## src/rtl/mem_req_arbiter.sv

```systemverilog
// Two-master to one SRAM-port arbiter: combinational grant (data over inst), grant held to addr_ok, in-order ID queue routes data_ok.
// Zero added latency; grants stall while the queue is full. Define ARB_INST_DISCARD_EN to drop fetch responses across a flush.
module mem_req_arbiter #(
  parameter int OUTST_DEPTH = 2,
  parameter int PTR_W       = $clog2(OUTST_DEPTH)
) (
  input  logic             clk,
  input  logic             reset,
  input  logic             inst_req,
  input  logic [1:0]       inst_size,
  input  logic [31:0]      inst_addr,
  output logic             inst_addr_ok,
  output logic             inst_data_ok,
  output logic [31:0]      inst_rdata,
  input  logic             data_req,
  input  logic             data_wr,
  input  logic [1:0]       data_size,
  input  logic [3:0]       data_wstrb,
  input  logic [31:0]      data_addr,
  input  logic [31:0]      data_wdata,
  output logic             data_addr_ok,
  output logic             data_data_ok,
  output logic [31:0]      data_rdata,
  output logic             mem_req,
  output logic             mem_wr,
  output logic [1:0]       mem_size,
  output logic [3:0]       mem_wstrb,
  output logic [31:0]      mem_addr,
  output logic [31:0]      mem_wdata,
  input  logic             mem_addr_ok,
  input  logic             mem_data_ok,
  input  logic [31:0]      mem_rdata,
  input  logic             flush,
  output logic [PTR_W:0]   outst_cnt
);

  typedef enum logic [1:0] {IDLE, HOLD_I, HOLD_D} state_t;

  state_t                 state, state_nxt;
  logic                   sel_i, sel_d;
  logic                   full, push, pop;
  logic                   head_id, head_disc;
  logic [PTR_W-1:0]       wr_ptr, rd_ptr;
  logic [PTR_W:0]         cnt;
  logic [OUTST_DEPTH-1:0] id_q;

  assign full = (cnt == (PTR_W+1)'(OUTST_DEPTH));

  always_ff @(posedge clk) begin
    if (reset) state <= IDLE;
    else       state <= state_nxt;
  end

  // Fullness only gates a fresh grant; a held grant already had room reserved.
  always_comb begin
    sel_i     = 1'b0;
    sel_d     = 1'b0;
    state_nxt = IDLE;
    if (!reset) begin
      case (state)
        IDLE: begin
          if (!full) begin
            if (data_req)      sel_d = 1'b1;
            else if (inst_req) sel_i = 1'b1;
          end
        end
        HOLD_I:  sel_i = inst_req;
        HOLD_D:  sel_d = data_req;
        default: ;
      endcase
      if (sel_i && !mem_addr_ok)      state_nxt = HOLD_I;
      else if (sel_d && !mem_addr_ok) state_nxt = HOLD_D;
    end
  end

  assign mem_req      = sel_i | sel_d;
  assign mem_wr       = sel_d & data_wr;
  assign mem_size     = sel_d ? data_size  : (sel_i ? inst_size : 2'b00);
  assign mem_wstrb    = sel_d ? data_wstrb : 4'b0000;
  assign mem_addr     = sel_d ? data_addr  : (sel_i ? inst_addr : 32'h0);
  assign mem_wdata    = sel_d ? data_wdata : 32'h0;
  assign inst_addr_ok = sel_i & mem_addr_ok;
  assign data_addr_ok = sel_d & mem_addr_ok;

  assign push    = mem_req & mem_addr_ok;
  assign pop     = !reset & mem_data_ok & (cnt != '0);
  assign head_id = id_q[rd_ptr];

  assign inst_data_ok = pop & !head_id & !head_disc;
  assign data_data_ok = pop & head_id;
  assign inst_rdata   = inst_data_ok ? mem_rdata : 32'h0;
  assign data_rdata   = data_data_ok ? mem_rdata : 32'h0;
  assign outst_cnt    = cnt;

  // ID 0 = inst, 1 = data; pointers wrap naturally at the power-of-2 depth.
  always_ff @(posedge clk) begin
    if (reset) begin
      wr_ptr <= '0;
      rd_ptr <= '0;
      cnt    <= '0;
      id_q   <= '0;
    end else begin
      if (push) begin
        id_q[wr_ptr] <= sel_d;
        wr_ptr       <= wr_ptr + 1'b1;
      end
      if (pop) rd_ptr <= rd_ptr + 1'b1;
      cnt <= cnt + {{PTR_W{1'b0}}, push} - {{PTR_W{1'b0}}, pop};
    end
  end

`ifdef ARB_INST_DISCARD_EN
  logic [OUTST_DEPTH-1:0] disc_q;
  logic                   pend_disc;

  // A flush seen while an inst grant is still waiting for addr_ok is remembered
  // and applied to that entry when it is finally pushed.
  always_ff @(posedge clk) begin
    if (reset) begin
      disc_q    <= '0;
      pend_disc <= 1'b0;
    end else begin
      if (flush) begin
        for (int i = 0; i < OUTST_DEPTH; i++) begin
          if (!id_q[i]) disc_q[i] <= 1'b1;
        end
      end
      if (push) disc_q[wr_ptr] <= sel_i & (flush | pend_disc);
      pend_disc <= (state_nxt == HOLD_I) & (pend_disc | flush);
    end
  end

  assign head_disc = disc_q[rd_ptr];
`else
  logic unused_flush;
  assign unused_flush = flush;
  assign head_disc    = 1'b0;
`endif

endmodule

```

## config.mk

```make
export PLATFORM = sky130hd
export DESIGN_NAME = mem_req_arbiter
export DESIGN_NICKNAME = d
export VERILOG_FILES = /design/src/rtl/mem_req_arbiter.sv
export SDC_FILE = /design/constraint.sdc
export NUM_CORES = 1
export LEC_CHECK = 0
export ABC_CLOCK_PERIOD_IN_PS = 4500
export BUFFER_PORTS_ARGS = -buffer_cell sky130_fd_sc_hd__buf_2
export CORE_AREA = 5 5 109 111
export DETAILED_ROUTE_END_ITERATION = 8
export DIE_AREA = 0 0 114 116
export SYNTH_ARGS = -nofsm -noshare
export SYNTH_HDL_FRONTEND = slang
export SYNTH_SLANG_ARGS = --single-unit
```

## constraint.sdc

```tcl
create_clock -name clk -period 4.5 [get_ports clk]
set_input_delay 0.9 -clock clk [delete_from_list [all_inputs] [get_ports clk]]
set_output_delay 0.9 -clock clk [all_outputs]
set_load 0.05 [all_outputs]
```

Yosys cells after proc, flatten, opt, wreduce, memory -nomap -nowiden
Cells that the tools add are included.

word-level totals
  register bits = 8
  input bits = 144
  output and inout port bits = 142
  word-level logic and storage cells = 60

operators by class
  add/sub/neg operators = 4
  magnitude comparators = 3
  equality and inequality tests = 3
  multiplexer cells = 26
  bitwise logic cells = 9
  reduce and logical (&&, ||, !) cells = 9

operators by type and width
  operator                                                               count
  32-bit two-way mux                                                     5
  1-bit two-way mux                                                      13
  1-bit bitwise AND                                                      8
  2-bit two-way mux                                                      3
  2-bit equality test, second input constant                             2
  1-bit by 2-bit < comparator with 1-bit output, second input constant   2
  4-bit two-way mux                                                      1
  1-bit one-hot mux with 2 select lines                                  2
  1-bit logical AND                                                      3
  1-bit logical NOT                                                      3
  1-bit adder, second input constant                                     2
  2-bit by 1-bit adder with 2-bit output                                 1
  2-bit bitwise mux                                                      1
  2-bit by 1-bit equality test with 1-bit output, second input constant  1
  2-bit logical NOT                                                      1
  2-bit nonzero test                                                     1
  2-bit OR reduction                                                     1
  2-bit by 1-bit subtractor with 2-bit output                            1
  1-bit demux with 1-bit select                                          1
  1-bit greater-or-equal comparator, second input constant               1
  1-bit OR                                                               1

Logic depth before layout (Yosys ltp)
Gate-level depths: netlist of the first run.

  word-level depth = 10
  gate-level depth with buffers = 8
  gate-level depth less buffers = 8

Worst setup path before layout of the first run
Ideal clock, no wire load.

  path type = input-to-output
  start point = input mem_data_ok
  end point = output data_rdata[18]
  data arrival time = 2,265 ps
  slack = 1,335 ps
  stages on the path = 5
  cells stage by stage = o21ai_0 nor2_1 buf_2 nand2_1 nor2_1

between the ends
  word-level cells in the longest chain between the ends = 4

ends and longest elaborated chain
  what                             line  RTL
  start: declaration               31    input logic mem_data_ok,
  1-bit bitwise AND (2 in series)  86    assign pop = !reset & mem_data_ok & (cnt != '0);
  via pop                          41    logic full, push, pop;
  1-bit bitwise AND                90    assign data_data_ok = pop & head_id;
  32-bit two-way mux               92    assign data_rdata = data_data_ok ? mem_rdata : 32'h0;
  end: declaration                 23    output logic [31:0] data_rdata,

The timed path passes the listed nets, and every way through them passes these cells.

Worst setup path in the final report of the first run
  start point = input reset
  end point = output mem_size[1]

between the ends
  word-level cells in the longest chain between the ends = 3
  elaborated cells on any way between the ends = 4
  those cells by class = mux (4)

ends and longest elaborated chain
  what                   line  RTL
  start: declaration     8     input logic reset,
  1-bit two-way mux      59    if (!reset) begin
  2-bit two-way mux      78    assign mem_size = sel_d ? data_size : (sel_i ? inst_size : 2'b00);
  2-bit two-way mux (*)  78
  end: declaration       26    output logic [1:0] mem_size,

Mark *: on every way between the ends. The rest lies on a longest branch, timed or not.

==> impl_metrics.toml, run 1 <==
[yosys]
synthArstFlopShare_pct = 0
avgSynthCellArea_um2 = 6.161
synth_edf_count = 0
synth_xor_area_share_pct = 1.807
seq_area_frac_synth_pct = 11.02
synth_cells = 236
synth_top_area_share_pct = 20.48
synth_top_family_by_area = "simple AND/OR/NAND/NOR gates"
synth_flop_cell = "dfxtp_1"
synthSimpleGateAreaFrac_pct = 49.40
syn_nets = 382
synth_warnings = 0
ys_seq_elements = 8
synthAdderAreaFrac_pct = 1.721
synth_top_cell_by_area = "a22o_1"
synth.area.top_cells = "a22o_1 (20%), nor2_1 (18%), and2_1 (17%)"
ys_types = 29
syn_area_um2 = 1454
synth_compound_area_share_pct = 25.13
synth_mux_area_share_pct = 2.151

[power_and_ir_drop]
ir_drop_mv = 0.2076
switching_share_pct = 58.70
power_uw = 691.1
pwr-share-clk_pct = 12.2
power.switching_uw = 405.7
p_leak_nw = 1.930
pwr-share-seq_pct = 13.7
combinationalPowerShare_pct = 74.1
p_per_area_nw_per_um2 = 228.5
p_int_uw = 285.4

[cts]
cts_hold_buf = 0
clock_latency_ns = 0.22
cts_sinks = 8
cts_tree = "done"
path_clk_slew_ns = 0.04
root_buffer = "clkbuf_8"
cts_resized = 0
htreeDepth = 1
clockBufferDepth = 2
cts_made_buffers = 3
postCtsSetupBuffers = 0

[die]
die_w_um = 114
start_util_pct = 13.59
rows = 38
dieArea_um2 = 13220
io_pins = 286
die_h_um = 116
core_area_um2 = 10700

[sta]
final.setup.tns_ns = 0
setup_viol = 0
slew_viol_final = 0
fmax_ghz = 0.2901
worstMarginPinSlew_ns = 0.6472
rsz0062_at_grt = "false"
relSlewSlack_pct = 56.86
finalCriticalPeriod_ns = 3.448
hold_viol_final = 0
min_period_over_period_pct = 76.61
skew_ns = 0.001764

[finish]
antenna_cells = 0
fin_area_um2 = 3024
fin_cells = 645
syn2layout_area_growth_pct = 108.0
final_util_pct = 28.27
num-nets-final = 653
final_common_cell = "buf_2"
final_cell_mix = "buf_2 (284), nor2_1 (67), and2_1 (39), a22o_1 (34), nand2_1 (33)"
drive_gt1_share_pct = 58.81

[hold_path]
hold_class = "register to register"
hold_path_depth = 1

[setup_path]
worstPathArrival_ns = 2.55
r2r-start = "outst_cnt[1]"
cp_max_fo = 66
r2r_end = "outst_cnt[0]"
cp-startpoint = "reset"
cp-endpoint = "mem_size[1]"
critPathKind = "primary input to output pin"
start_kind = "primary input"
reg2reg_depth = 8
worstSetupEndpointType = "output pin"
ff2ff_setup_slack_ns = 2.01
required_ns = 3.60

[placed_design]
portBuffers = 284
gp_congestion = 0.7597
dp_hpwl_um = 7259
placed_cells = 642
place_area_um2 = 2983

[drt]
first_pass_iters = 4
via_per_inst = 3.960
drt_iter0_drc = 98
routed_wirelength_um = 8554
drc = 0
wire_per_inst_um = 13.26
vias = 2554
drt.antenna.violating_nets = 0

[global_route]
grt_pass1_vias = 2198
overflow = 0
track_usage_pct = 10.76
antenna_found_initial = 0
grt_pass1_wl_um = 11790
grt_start_max_net_pins = 67

[status]
outcome = "complete, no violations"

[job]
cap_violations = 0
## metal layers
metal,up-vias,share of wire (%),track usage [%]
li1,1315,-,-
met1,1112,40,14.01
met2,125,52,19.28
met3,2,8.3,2.089
met4,0,0.22,0.7126
met5,-,0,0
## worst min path at each step
| stage | from | slack, ns | to |
|---|---|---|---|
| final | wr_ptr | 0.51 | wr_ptr |
| after global placement | wr_ptr | 0.49 | wr_ptr |
| after CTS | wr_ptr | 0.51 | wr_ptr |
| after floorplan | id_q[1] | 0.47 | id_q[1] |
| after detailed placement | wr_ptr | 0.50 | wr_ptr |
| after global routing | wr_ptr | 0.60 | wr_ptr |
## power groups by stage
stage	clock [mW]	sequential (mW)	combinational, mW
after floorplan	0	0.103	0.361
after global placement	0	0.0959	0.516
after detailed placement	0	0.0960	0.515
after CTS	0.0868	0.0950	0.516
after global routing	0.0903	0.0965	0.545
final	0.0841	0.0948	0.512
## cells in the mapped netlist (2+ instances only)
cell / instances
nor2b_1: 3
o21ai_0: 2
mux2i_1: 2
buf_4: 4
nand2b_1: 3
a22o_1: 34
ha_1: 2
buf_2: 9
dfxtp_1: 8
nand2_1: 33
and2_1: 39
nor3_1: 2
nor2_1: 68
xor2_1: 2
and3_1: 2
clkbuf_1: 8
inv_1: 3
## final cells by class
type / instances / area (µm²)
clock buffer: 3 / 41.29
inverter: 3 / 11.26
sequential: 8 / 160.2
timing repair buffer: 288 / 1464
multi-input combinational: 203 / 1172
fill: 1215 / 7674
tap: 140 / 175.2
## cells by family after synthesis
kind of cell,after synthesis
xor gates and xnor gates,3
adders and majority gates,2
DFF,8
muxes,3
and+or+nand+nor,154
buffers and inverters,25
AOI/OAI and AO/OA,41
## worst max-delay path, stage by stage
cell	delay, ns
buf_2	0.19
a2111oi_4	0.61
buf_12	0.32
a22o_1	0.22
buf_2	0.28
## registers in the layout (all words and copies together) (netlist names)
| name | flops |
|---|---|
| wr_ptr | 1 |
| outst_cnt | 2 |
| state | 2 |
| id_q | 2 |
| rd_ptr | 1 |
## per-stage QoR
| step | hold slack, ns | setup slack (ns) |
|---|---|---|
| final | 0.5105 | 1.052 |
| after global routing | 0.5974 | 0.8778 |
| after CTS | 0.5137 | 1.042 |
| after detailed placement | 0.4985 | 1.047 |
| after global placement | 0.4874 | 1.041 |
| after floorplan | 0.4670 | 1.335 |
No activity file was read; power rests on OpenSTA's default activity.
==> inputs of run 2 (changes only) <==
ABC_AREA = 1   (was unset)
ABC_CLOCK_PERIOD_IN_PS = 2860   (was 4500)
CORE_AREA = 5 5 107 109   (was 5 5 109 111)
DIE_AREA = 0 0 112 114   (was 0 0 114 116)
clock period = 2.86 ns   (was 4.5 ns; I/O delays follow)
==> run 2 against run 1 <==
First-iteration DRC count grew 23%. Global-route usage fell by 0.81 points. Sequential power grew 37%. Non-clock buffer count unchanged. Clock skew grew 0.00059 ns. Combinational power is 31% higher. Critical path depth rose by 2. Synthesized cell count is 19% higher. Clock power rose by 59%.
==> impl_metrics.toml, run 2 <==
[drt]
wire_per_inst_um = 10.88
drc = 0
first_pass_iters = 4
drt.antenna.violating_nets = 0
routed_wirelength_um = 7560
drt_iter0_drc = 121
via_per_inst = 3.689
vias = 2564

[setup_path]
cp_slowest_cell = "buf_2"
required_ns = 2.29
cp_cell_sequence = "buf_2 -> nor3_2 -> nand2_2 -> inv_2 -> buf_12 -> a22o_1 -> buf_2"
reg2reg_depth = 11
start_kind = "primary input"
ff2ff_setup_slack_ns = 0.78
r2r_end = "outst_cnt[1]"
cp_max_fo = 35
critPathMostFrequentCell = "buf_2"
r2r-start = "outst_cnt[1]"
worstSetupEndpointType = "output pin"
worstPathArrival_ns = 1.89
critPathKind = "primary input to output pin"
cpPeakStageDelay_ns = 0.27

[finish]
num-nets-final = 703
antenna_cells = 0
fillCellCount = 1230
multiInputGateArea_um2 = 877.1
fin_cells = 695
final_common_cell = "buf_2"
final_cell_mix = "buf_2 (283), nor2_1 (106), inv_1 (80), a22o_1 (34), nand2_1 (13)"
sequential_cell_area_um2 = 160.2
fin_area_um2 = 3060
syn2layout_area_growth_pct = 110.5
drive_gt1_share_pct = 53.87

[global_route]
overflow = 0
antenna_found_initial = 0
grt_pass1_vias = 2275
track_usage_pct = 9.951
grt_start_max_net_pins = 37
grt_pass1_wl_um = 10890

[cts]
cts_made_buffers = 3
postCtsSetupBuffers = 0
clock_latency_ns = 0.23
cts_sinks = 8
clockBufferDepth = 2
root_buffer = "clkbuf_8"
cts_resized = 0
cts_tree = "done"
path_clk_slew_ns = 0.04
htreeDepth = 1
cts_hold_buf = 0

[placed_design]
placed_cells = 692
dp_slack_ns = 0.3967
dp_hpwl_um = 6495
gp_congestion = 0.7839
portBuffers = 284
place_area_um2 = 3019

[job]
cap_violations = 0

[sta]
skew_ns = 0.002355
relSlewSlack_pct = 65.06
worstMarginPinSlew_ns = 0.5234
min_period_over_period_pct = 86.06
setup_viol = 0
rsz0062_at_grt = "false"
layout_setup_ws_ns = 0.3987
finalCriticalPeriod_ns = 2.461
fmax_ghz = 0.4063
slew_viol_final = 0
hold_viol_final = 0

[power_and_ir_drop]
p_per_area_nw_per_um2 = 305.9
pwr-share-seq_pct = 13.9
power.switching_uw = 529.4
pwr-share-clk_pct = 14.3
ir_drop_mv = 0.2723
switching_share_pct = 56.55
p_int_uw = 406.9
p_leak_nw = 2.301
combinationalPowerShare_pct = 71.8

[yosys]
avgSynthCellArea_um2 = 5.192
seq_area_frac_synth_pct = 11.02
synth_edf_count = 0
ys_seq_elements = 8
synth_mux_area_share_pct = 0.6885
synth_top_area_share_pct = 27.37
ys_top_cells_by_count = "nor2_1 (106), inv_1 (80), a22o_1 (34)"
synthArstFlopShare_pct = 0
synth_top_family_by_area = "simple AND/OR/NAND/NOR gates"
synthMostInstantiatedCell = "nor2_1"
synth_compound_area_share_pct = 22.55
ys_types = 20
synthSimpleGateAreaFrac_pct = 34.17
synthAdderAreaFrac_pct = 1.721
syn_nets = 426
syn_area_um2 = 1454
synth_xor_area_share_pct = 1.205
synth_top_cell_by_area = "nor2_1"
synth_warnings = 0
synth.area.top_cells = "nor2_1 (27%), inv_1 (21%), a22o_1 (20%)"
synth_cells = 280
synth_flop_cell = "dfxtp_1"

[die]
die_h_um = 114
die_w_um = 112
dieArea_um2 = 12770
io_pins = 286
rows = 38
core_area_um2 = 10510
start_util_pct = 13.84

[hold_path]
holdCritStartpoint = "id_q[1]"
hold_path_depth = 2
hold_class = "register to register"
min_to = "id_q[1]"

[status]
outcome = "complete, no violations"
==> run 2: worst max-delay path by stage <==
stage          depth (start not counted)  slack, ns         start             to
2_1_floorplan                          7      -0.18  outst_cnt[1]  data_rdata[0]
3_3_place_gp                           7       0.38         reset   mem_addr[28]
3_5_place_dp                           7       0.40         reset   mem_addr[10]
4_1_cts                                7       0.40         reset    mem_size[0]
5_1_grt                                7       0.31         reset    mem_size[0]
6_report                               7       0.40         reset    mem_addr[3]
==> run 2: routing by layer <==
| metal | vias to the layer above | share of wire [%] | GRT usage [%] |
|---|---|---|---|
| met2 | 135 | 50 | 18.19 |
| met3 | 6 | 11 | 2.706 |
| li1 | 1375 | - | - |
| met5 | - | 0 | 0 |
| met1 | 1048 | 38 | 11.81 |
| met4 | 0 | 0.61 | 1.763 |
==> run 2: cell type report <==
class / count / area share, %
sequential: 8 / 5.233
multi-input combinational: 172 / 28.66
timing repair buffer: 288 / 48.73
tap: 140 / 5.724
clock buffer: 3 / 1.349
inverter: 84 / 10.30
==> run 2: power by group through the flow <==
stage	combinational (mW)	clock, mW	sequential, mW
floorplan	0.458	0	0.144
global placement	0.674	0	0.132
detailed placement	0.675	0	0.132
CTS	0.676	0.138	0.130
global route	0.717	0.141	0.131
finish	0.672	0.134	0.130
==> run 2: worst max-delay path, delay by kind of cell <==
kind	cells	cell delay, ns
buffers and inverters	4	0.72
AND/OR/NAND/NOR	2	0.39
AO/OA/AOI/OAI	1	0.18
==> run 2: cells by family (layout without fill, tap and decap cells) <==
logic type / count (synthesis) / count (layout)
flops: 8 / 8
xor+xnor: 2 / 2
buf+inv: 100 / 375
fa+ha+maj: 2 / 2
simple gates: 127 / 127
compound gates: 40 / 40
mux: 1 / 1
==> run 2: through the flow <==
step                utilization, %  setup TNS (ns)  total power, mW  hold slack [ns]
finish                       29.13               0           0.9363           0.4597
global route                 29.13               0           0.9895           0.4839
CTS                          29.13               0           0.9447           0.4648
detailed placement           28.73               0           0.8068           0.4587
global placement             28.73               0           0.8053           0.4557
floorplan                        -          -5.401           0.6029           0.4324
